==> config.mk <==
export PLATFORM = sky130hd
export DESIGN_NAME = radio_deserializer
export DESIGN_NICKNAME = d
export VERILOG_FILES = /design/src/rtl/radio_pkg.sv /design/src/rtl/radio_frame_lock.sv /design/src/rtl/radio_deserializer.sv
export SDC_FILE = /design/constraint.sdc
export NUM_CORES = 1
export LEC_CHECK = 0
export CAP_MARGIN = 0
export CORE_MARGIN = 2
export CORE_UTILIZATION = 50
export CTS_CLUSTER_DIAMETER = 80
export DETAILED_ROUTE_END_ITERATION = 6
export PLACE_DENSITY = 0.74
export SYNTH_ARGS = -nofsm -noshare
export SYNTH_HDL_FRONTEND = slang
export SYNTH_SLANG_ARGS = --single-unit
==> constraint.sdc <==
create_clock -name FAST_CLK -period 3.2 [get_ports FAST_CLK]
set_clock_uncertainty 0.1 [all_clocks]
set_input_delay 0.48 -clock FAST_CLK [delete_from_list [all_inputs] [get_ports FAST_CLK]]
set_output_delay 0.48 -clock FAST_CLK [all_outputs]
set_load 0.03 [all_outputs]
==> src/rtl/radio_pkg.sv <==
// radio_pkg: shared FSM state type and default parameter values for the radio deserializer
package radio_pkg;
  typedef enum logic [1:0] {ST_HUNT, ST_VERIFY, ST_LOCKED} lock_state_t;
  localparam int FRAME_BITS_DEF = 8;
  localparam int LOCK_COUNT_DEF = 4;
  localparam int LOSS_COUNT_DEF = 2;
endpackage

==> src/rtl/radio_frame_lock.sv <==
// radio_frame_lock: frame alignment FSM with bit position, good-boundary and miss counters
module radio_frame_lock
  import radio_pkg::*;
#(
  parameter int FRAME_BITS = FRAME_BITS_DEF,
  parameter int LOCK_COUNT = LOCK_COUNT_DEF,
  parameter int LOSS_COUNT = LOSS_COUNT_DEF,
  localparam int BW = $clog2(FRAME_BITS)
) (
  input  logic          clk,
  input  logic          rst,
  input  logic          sync,
  output logic [BW-1:0] bit_cnt,
  output logic          locked,
  output logic          lock_next,
  output logic          bad
);
  lock_state_t state, state_n;
  logic [BW-1:0] cnt_n, wrap;
  logic [3:0] good, good_n, miss, miss_n;
  logic bnd;
  assign bnd = bit_cnt == '0;
  assign wrap = (bit_cnt == BW'(FRAME_BITS - 1)) ? '0 : bit_cnt + 1'b1;
  assign locked = state == ST_LOCKED;
  assign lock_next = state_n == ST_LOCKED;
  // State and counter registers
  always_ff @(posedge clk or posedge rst)
    if (rst) begin
      state <= ST_HUNT;
      bit_cnt <= '0;
      good <= '0;
      miss <= '0;
    end else begin
      state <= state_n;
      bit_cnt <= cnt_n;
      good <= good_n;
      miss <= miss_n;
    end
  // Next state: hunt for a marker, verify it repeats, then hold lock until misses pile up
  always_comb begin
    state_n = state;
    cnt_n = bit_cnt;
    good_n = good;
    miss_n = miss;
    bad = 1'b0;
    case (state)
      ST_HUNT: if (sync) begin
        state_n = ST_VERIFY;
        cnt_n = BW'(1);
        good_n = '0;
      end
      ST_VERIFY: begin
        cnt_n = wrap;
        if (bnd && sync) begin
          good_n = good + 4'd1;
          if (good_n == 4'(LOCK_COUNT)) begin
            state_n = ST_LOCKED;
            miss_n = '0;
          end
        end else if (bnd || sync) state_n = ST_HUNT;
      end
      default: begin
        cnt_n = wrap;
        bad = bnd ^ sync;
        if (bnd && sync) miss_n = '0;
        else if (bad) begin
          miss_n = miss + 4'd1;
          if (miss_n == 4'(LOSS_COUNT)) state_n = ST_HUNT;
        end
      end
    endcase
  end
endmodule

==> src/rtl/radio_deserializer.sv <==
// radio_deserializer: serial-to-parallel frame receiver with sync-marker lock and error counting
module radio_deserializer
  import radio_pkg::*;
#(
  parameter int FRAME_BITS = FRAME_BITS_DEF,
  parameter int LOCK_COUNT = LOCK_COUNT_DEF,
  parameter int LOSS_COUNT = LOSS_COUNT_DEF
) (
  input  logic                  FAST_CLK,
  input  logic                  RST,
  input  logic                  DATA_IN,
  input  logic                  SYNC_IN,
  input  logic                  ERR_CLR,
  output logic [FRAME_BITS-1:0] DATA_WORD,
  output logic                  DATA_VALID,
  output logic                  FRAME_ERR,
  output logic                  LOCKED,
  output logic [15:0]           SYNC_ERR_CNT
);
  localparam int BW = $clog2(FRAME_BITS);
  logic data_r, sync_r, lock_next, bad, done, err_acc, err_done, strobe;
  logic [BW-1:0] bit_cnt;
  logic [FRAME_BITS-1:0] shift;
  radio_frame_lock #(
    .FRAME_BITS(FRAME_BITS),
    .LOCK_COUNT(LOCK_COUNT),
    .LOSS_COUNT(LOSS_COUNT)
  ) u_lock (
    .clk(FAST_CLK),
    .rst(RST),
    .sync(sync_r),
    .bit_cnt(bit_cnt),
    .locked(LOCKED),
    .lock_next(lock_next),
    .bad(bad)
  );
  assign strobe = done && lock_next;
  // Input retiming: every decision uses these registered copies
  always_ff @(posedge FAST_CLK or posedge RST)
    if (RST) begin
      data_r <= 1'b0;
      sync_r <= 1'b0;
    end else begin
      data_r <= DATA_IN;
      sync_r <= SYNC_IN;
    end
  // Continuous LSB-first shift; flag the last bit of a locked frame and any bad event inside it
  always_ff @(posedge FAST_CLK or posedge RST)
    if (RST) begin
      shift <= '0;
      done <= 1'b0;
      err_acc <= 1'b0;
      err_done <= 1'b0;
    end else begin
      shift <= {data_r, shift[FRAME_BITS-1:1]};
      done <= LOCKED && bit_cnt == BW'(FRAME_BITS - 1);
      err_acc <= (bit_cnt == '0 ? 1'b0 : err_acc) | bad;
      err_done <= err_acc | bad;
    end
  // Publish the word a cycle later, dropped if lock is being lost on this boundary
  always_ff @(posedge FAST_CLK or posedge RST)
    if (RST) begin
      DATA_WORD <= '0;
      DATA_VALID <= 1'b0;
      FRAME_ERR <= 1'b0;
    end else begin
      DATA_VALID <= strobe;
      FRAME_ERR <= strobe && err_done;
      if (strobe) DATA_WORD <= shift;
    end
  // Saturating bad-boundary counter; clear wins over a same-cycle increment
  always_ff @(posedge FAST_CLK or posedge RST)
    if (RST) SYNC_ERR_CNT <= '0;
    else SYNC_ERR_CNT <= ERR_CLR ? '0 : SYNC_ERR_CNT + 16'(bad && SYNC_ERR_CNT != '1);
endmodule

==> impl_results.html <==
<table>
<tr><th>Metric</th><th>Value</th></tr>
<tr><th colspan="2">Finish</th></tr>
<tr><td>Net count, final</td><td>roughly 260</td></tr>
<tr><td>Fill cell total of the finished layout</td><td>~380</td></tr>
<tr><td>Area Overhead vs Synth</td><td>19.84%</td></tr>
<tr><td>Ratio of cells with drive above 1 in the final layout</td><td>0.1193</td></tr>
<tr><td>Number of antenna repair diodes</td><td>0</td></tr>
<tr><td>Non-Filler Cell Area, Final</td><td>0.002811 mm2</td></tr>
<tr><th colspan="2">Power and ir drop</th></tr>
<tr><td>Highest ir drop seen on vdd</td><td>between 0.0002 and 0.00025 V</td></tr>
<tr><td>Sw frac</td><td>0.2851</td></tr>
<tr><td>Net Sw Power</td><td>roughly 0.00038 W</td></tr>
<tr><td>Power density over the cells</td><td>470.3 mW/mm2</td></tr>
<tr><td>Combinational Power Share</td><td>0.155</td></tr>
<tr><td>Power Internal</td><td>between 0.0009 and 0.001 W</td></tr>
<tr><td>Part of the total power dissipated in sequential elements</td><td>0.563</td></tr>
<tr><td>Clock share of power</td><td>0.282</td></tr>
<tr><td>Leakage power total</td><td>1.283 nW</td></tr>
<tr><th colspan="2">Placement</th></tr>
<tr><td>Cell Area, Placed</td><td>0.002720 mm2</td></tr>
<tr><td>Number of buffers added on ports</td><td>31</td></tr>
<tr><td>Placer's final routability congestion estimate</td><td>roughly 0.74</td></tr>
<tr><td>Detailed-placement wirelength estimate</td><td>between 2000 and 3000 um</td></tr>
<tr><th colspan="2">Drt</th></tr>
<tr><td>Routed via count</td><td>1572</td></tr>
<tr><td>Antenna-violating nets left</td><td>0</td></tr>
<tr><td>Length of the first detailed-routing pass in iterations</td><td>4</td></tr>
<tr><td>Avg Vias per Cell</td><td>between 5 and 6</td></tr>
<tr><td>First-iteration detailed-routing DRC count</td><td>approximately 120</td></tr>
<tr><td>DRT Wirelength</td><td>between 4000 and 5000 um</td></tr>
<tr><td>DR DRC count</td><td>0</td></tr>
<tr><td>Wire length per cell</td><td>13.99 um</td></tr>
<tr><th colspan="2">Die</th></tr>
<tr><td>Chip width</td><td>between 70 and 80 um</td></tr>
<tr><td>Row count</td><td>24</td></tr>
<tr><td>Core box area</td><td>around 0.0044 mm2</td></tr>
<tr><td>Effective utilization at floorplan</td><td>0.5279</td></tr>
<tr><td>Vertical die dimension</td><td>72.50 um</td></tr>
<tr><td>Die area</td><td>~0.0053 mm2</td></tr>
<tr><td>I/O pin count</td><td>32</td></tr>
<tr><th colspan="2">Synthesis</th></tr>
<tr><td>Top cell type by total area after synthesis</td><td>dfrtp_1</td></tr>
<tr><td>Proportion of register bits with asynchronous set or reset after synthesis</td><td>1.000</td></tr>
<tr><td>Predominant post-synthesis flop cell</td><td>dfrtp_1</td></tr>
<tr><td>Gate count of the mapped netlist</td><td>between 200 and 250</td></tr>
<tr><td>Count of flip-flops with a built-in enable after synthesis</td><td>0</td></tr>
<tr><td>Dominant combinational cell family by area after synthesis</td><td>simple AND/OR/NAND/NOR gates</td></tr>
<tr><td>Synthesized area</td><td>roughly 0.0023 mm2</td></tr>
<tr><td>Area fraction of the dominant cell type after synthesis</td><td>0.5547</td></tr>
<tr><td>Synth Area in Compound Gates</td><td>0.09760</td></tr>
<tr><td>Yosys cell types</td><td>42</td></tr>
<tr><td>Simple-gate share of the synthesized area</td><td>0.1525</td></tr>
<tr><td>Mean instance size in the synthesized netlist</td><td>11.39 um2</td></tr>
<tr><td>Synthesized Nets</td><td>222</td></tr>
<tr><td>Post-synthesis adder-cell area fraction</td><td>0.05867</td></tr>
<tr><td>Sequential fraction of the synthesis area</td><td>0.5547</td></tr>
<tr><td>Post-synthesis mux area share</td><td>0.05120</td></tr>
<tr><td>YS warnings</td><td>0</td></tr>
<tr><td>Count of state elements after synthesis</td><td>between 50 and 60</td></tr>
<tr><td>Ranking of synthesized cells by area</td><td>dfrtp_1 (55%), ha_1 (5.9%), xor2_1 (4.5%), mux2_2 (3.8%), o21ai_0 (3.4%)</td></tr>
<tr><td>Xor/xnor share of the synthesized area</td><td>0.05600</td></tr>
<tr><th colspan="2">Critical path</th></tr>
<tr><td>Worst Path Max Fanout</td><td>10</td></tr>
<tr><td>Buf+Inv Stages, Crit Path</td><td>4</td></tr>
<tr><td>Crit Path Class</td><td>flip-flop to flip-flop</td></tr>
<tr><td>Critical Path Max Stage Delay</td><td>around 530 ps</td></tr>
<tr><td>Dominant delay contributor by cell family on the critical path</td><td>compound AO/OA/AOI/OAI gates</td></tr>
<tr><td>Crit path arrival time</td><td>a little under 3000 ps</td></tr>
<tr><td>Setup crit end kind</td><td>flip-flop</td></tr>
<tr><td>Critical path startpoint category</td><td>flip-flop</td></tr>
<tr><td>Worst Path Required</td><td>around 3300 ps</td></tr>
<tr><td>Critical path, cell by cell</td><td>inv_1 &gt; ha_1 &gt; nand2b_1 &gt; inv_1 &gt; ha_1 &gt; buf_4 &gt; o41a_2 &gt; a2111oi_4 &gt; buf_4 &gt; mux2_2</td></tr>
<tr><td>Slowest cell on crit path</td><td>o41a_2</td></tr>
<tr><td>Worst-case register-to-register setup slack</td><td>around 350 ps</td></tr>
<tr><th colspan="2">Timing</th></tr>
<tr><td>Crit path time final</td><td>2852 ps</td></tr>
<tr><td>Share of the clock period used by the worst path after layout</td><td>0.8914</td></tr>
<tr><td>Number of endpoints with negative hold slack in the final report</td><td>0</td></tr>
<tr><td>Achievable clock frequency</td><td>350.6 MHz</td></tr>
<tr><td>Count of endpoints failing setup in the final report</td><td>0</td></tr>
<tr><td>RSZ-0062 raised after global routing</td><td>false</td></tr>
<tr><td>Slew at the pin closest to its max-slew limit</td><td>around 700 ps</td></tr>
<tr><td>Max transition margin</td><td>0.5357</td></tr>
<tr><td>Total negative slack</td><td>0 ps</td></tr>
<tr><td>Final Max Slew Viols</td><td>0</td></tr>
<tr><th colspan="2">Clock network</th></tr>
<tr><td>Post-CTS setup buffers</td><td>0</td></tr>
<tr><td>Number of cells upsized or downsized after cts</td><td>0</td></tr>
<tr><td>Clock slew at the register clock pins of the worst setup and hold paths</td><td>~90 ps</td></tr>
<tr><td>Worst skew pair latency</td><td>300 ps</td></tr>
<tr><td>Buffer levels on the longest clock path</td><td>2</td></tr>
<tr><td>Hold_buf cts</td><td>0</td></tr>
<tr><td>Clock sink count</td><td>52</td></tr>
<tr><td>Clock Tree Root</td><td>clkbuf_8</td></tr>
<tr><td>Total CTS buffers</td><td>5</td></tr>
<tr><td>H-tree lvl count</td><td>2</td></tr>
<tr><td>Clock tree from TritonCTS</td><td>done</td></tr>
<tr><th colspan="2">Global routing</th></tr>
<tr><td>Met3 usage</td><td>0.04167</td></tr>
<tr><td>Number of global-route vias before repair</td><td>1502</td></tr>
<tr><td>GRT busiest layer</td><td>met2</td></tr>
<tr><td>Global-route usage over all layers</td><td>0.1699</td></tr>
<tr><td>Final global-route overflow total</td><td>0</td></tr>
<tr><td>Number of antenna violations at the first check in global routing</td><td>0</td></tr>
<tr><td>Global-route track usage on met2</td><td>0.2701</td></tr>
<tr><td>Wire length of the first global-routing pass</td><td>6920 um</td></tr>
<tr><td>Fraction of met1 tracks used by global routing</td><td>0.2315</td></tr>
<tr><td>Pin count of the biggest net entering global routing</td><td>36</td></tr>
<tr><th colspan="2">Outcome</th></tr>
<tr><td>Status</td><td>completed</td></tr>
<tr><th colspan="2">Hold path</th></tr>
<tr><td>Type of the most critical hold path</td><td>flip-flop to flip-flop</td></tr>
<tr><th colspan="2">Flow run</th></tr>
<tr><td>Count of max-cap constraint violations</td><td>0</td></tr>
</table>
-- final timing paths --
kind	startpoint	to	depth (start not counted)
setup / recovery	u_lock.bit_cnt[0]	DATA_WORD[5]	10
hold / removal	data_r	shift[7]	0
max in group asynchronous	RST	SYNC_ERR_CNT[6]	3
hold reg to reg	data_r	shift[7]	0
min in group asynchronous	RST	DATA_WORD[3]	2
setup reg to reg	u_lock.bit_cnt[0]	DATA_WORD[5]	10
-- Yosys cell counts, types with 2 or more instances --
| master | count |
|---|---|
| dfrtp_1 | 52 |
| nor2_1 | 17 |
| o21ai_0 | 16 |
| nand2_1 | 15 |
| xor2_1 | 12 |
| ha_1 | 11 |
| inv_1 | 10 |
| nand3_1 | 10 |
| mux2_2 | 8 |
| a21oi_1 | 6 |
| nand2b_1 | 4 |
| nor2b_1 | 4 |
| nor3_1 | 4 |
| mux2i_1 | 3 |
| xnor2_1 | 3 |
| and3_1 | 2 |
| and4_1 | 2 |
| buf_2 | 2 |
| or3_1 | 2 |
-- cells in the final DEF, fill, tap and decap left out, drive strengths merged, types with 2 or more instances in the layout --
cell / instances
a21oi: 6
and2: 2
and3: 2
and4: 2
buf: 4
clkbuf: 6
clkdlybuf4s50: 31
dfrtp: 52
ha: 11
inv: 10
mux2: 8
mux2i: 3
nand2: 15
nand2b: 4
nand3: 11
nand4: 2
nor2: 17
nor2b: 4
nor3: 4
nor4: 2
o21ai: 16
o31ai: 2
or3: 2
xnor2: 3
xor2: 12
-- worst reg2reg max path, delay by kind of cell (launching register included) --
kind	cells	cell delay, ps
flip-flops	1	420
AND/OR/NAND/NOR	1	100
buffers and inverters	4	520
multiplexers	1	350
adder cells (fa/ha/maj)	2	380
AO/OA/AOI/OAI	2	880
-- cell type report --
class / instances / area [um2] / share of cell area
flip-flops and latches: 52 / 1301 / 0.4628
multi-input cells: 139 / 975.9 / 0.3471
repair buffers: 35 / 340.3 / 0.1210
clock buffers: 6 / 82.58 / 0.02937
well taps: 52 / 65.06 / 0.02314
inverters: 10 / 37.54 / 0.01335
clock inverters: 1 / 8.758 / 0.003115
-- kinds of logic (layout without fill, tap and decap cells) --
| logic type | after synthesis | count (layout) |
|---|---|---|
| simple gates | 69 | 69 |
| flops | 52 | 52 |
| compound gates | 33 | 33 |
| xor+xnor | 15 | 15 |
| buf+inv | 15 | 52 |
| fa+ha+maj | 11 | 11 |
| mux | 11 | 11 |
-- sequential cells by signal, summed over array words and instances, names as in the netlist --
signal          count
sync_r              1
FRAME_ERR           1
u_lock.state        2
u_lock.miss         4
SYNC_ERR_CNT       16
err_acc             1
data_r              1
u_lock.good         4
DATA_VALID          1
done                1
u_lock.bit_cnt      3
err_done            1
shift               8
DATA_WORD           8
-- per-layer routing --
layer / vias up / routed length, um
li1: 786 / -
met1: 750 / 1929
met2: 31 / 2001
met3: 5 / 168
met4: 0 / 26
met5: - / 0
-- per-stage QoR --
stage | setup WS, ps | std cells | hold slack (ps) | power, W | util
6_report | 347.5 | 295 | 256.9 | 0.001322 | 0.6326
5_1_grt | 214.6 | 295 | 265.2 | 0.001398 | 0.6326
4_1_cts | 333.1 | 295 | 262.4 | 0.001344 | 0.6326
3_5_place_dp | 376.5 | 288 | 241.8 | 0.0009590 | 0.6121
3_3_place_gp | 414.0 | 288 | 235.9 | 0.0009505 | 0.6121
2_1_floorplan | 392.3 | 206 | 231.2 | 0.0009051 | -
-- power groups by stage --
| stage | clock, W | combinational, W | sequential [W] |
|---|---|---|---|
| 6_report | 0.000373 | 0.000205 | 0.000744 |
| 3_3_place_gp | 0 | 0.000197 | 0.000753 |
| 3_5_place_dp | 0 | 0.000206 | 0.000753 |
| 4_1_cts | 0.000391 | 0.000208 | 0.000744 |
| 5_1_grt | 0.000413 | 0.000235 | 0.000750 |
| 2_1_floorplan | 0 | 0.000179 | 0.000727 |
Power figures use the tool's default switching activity.
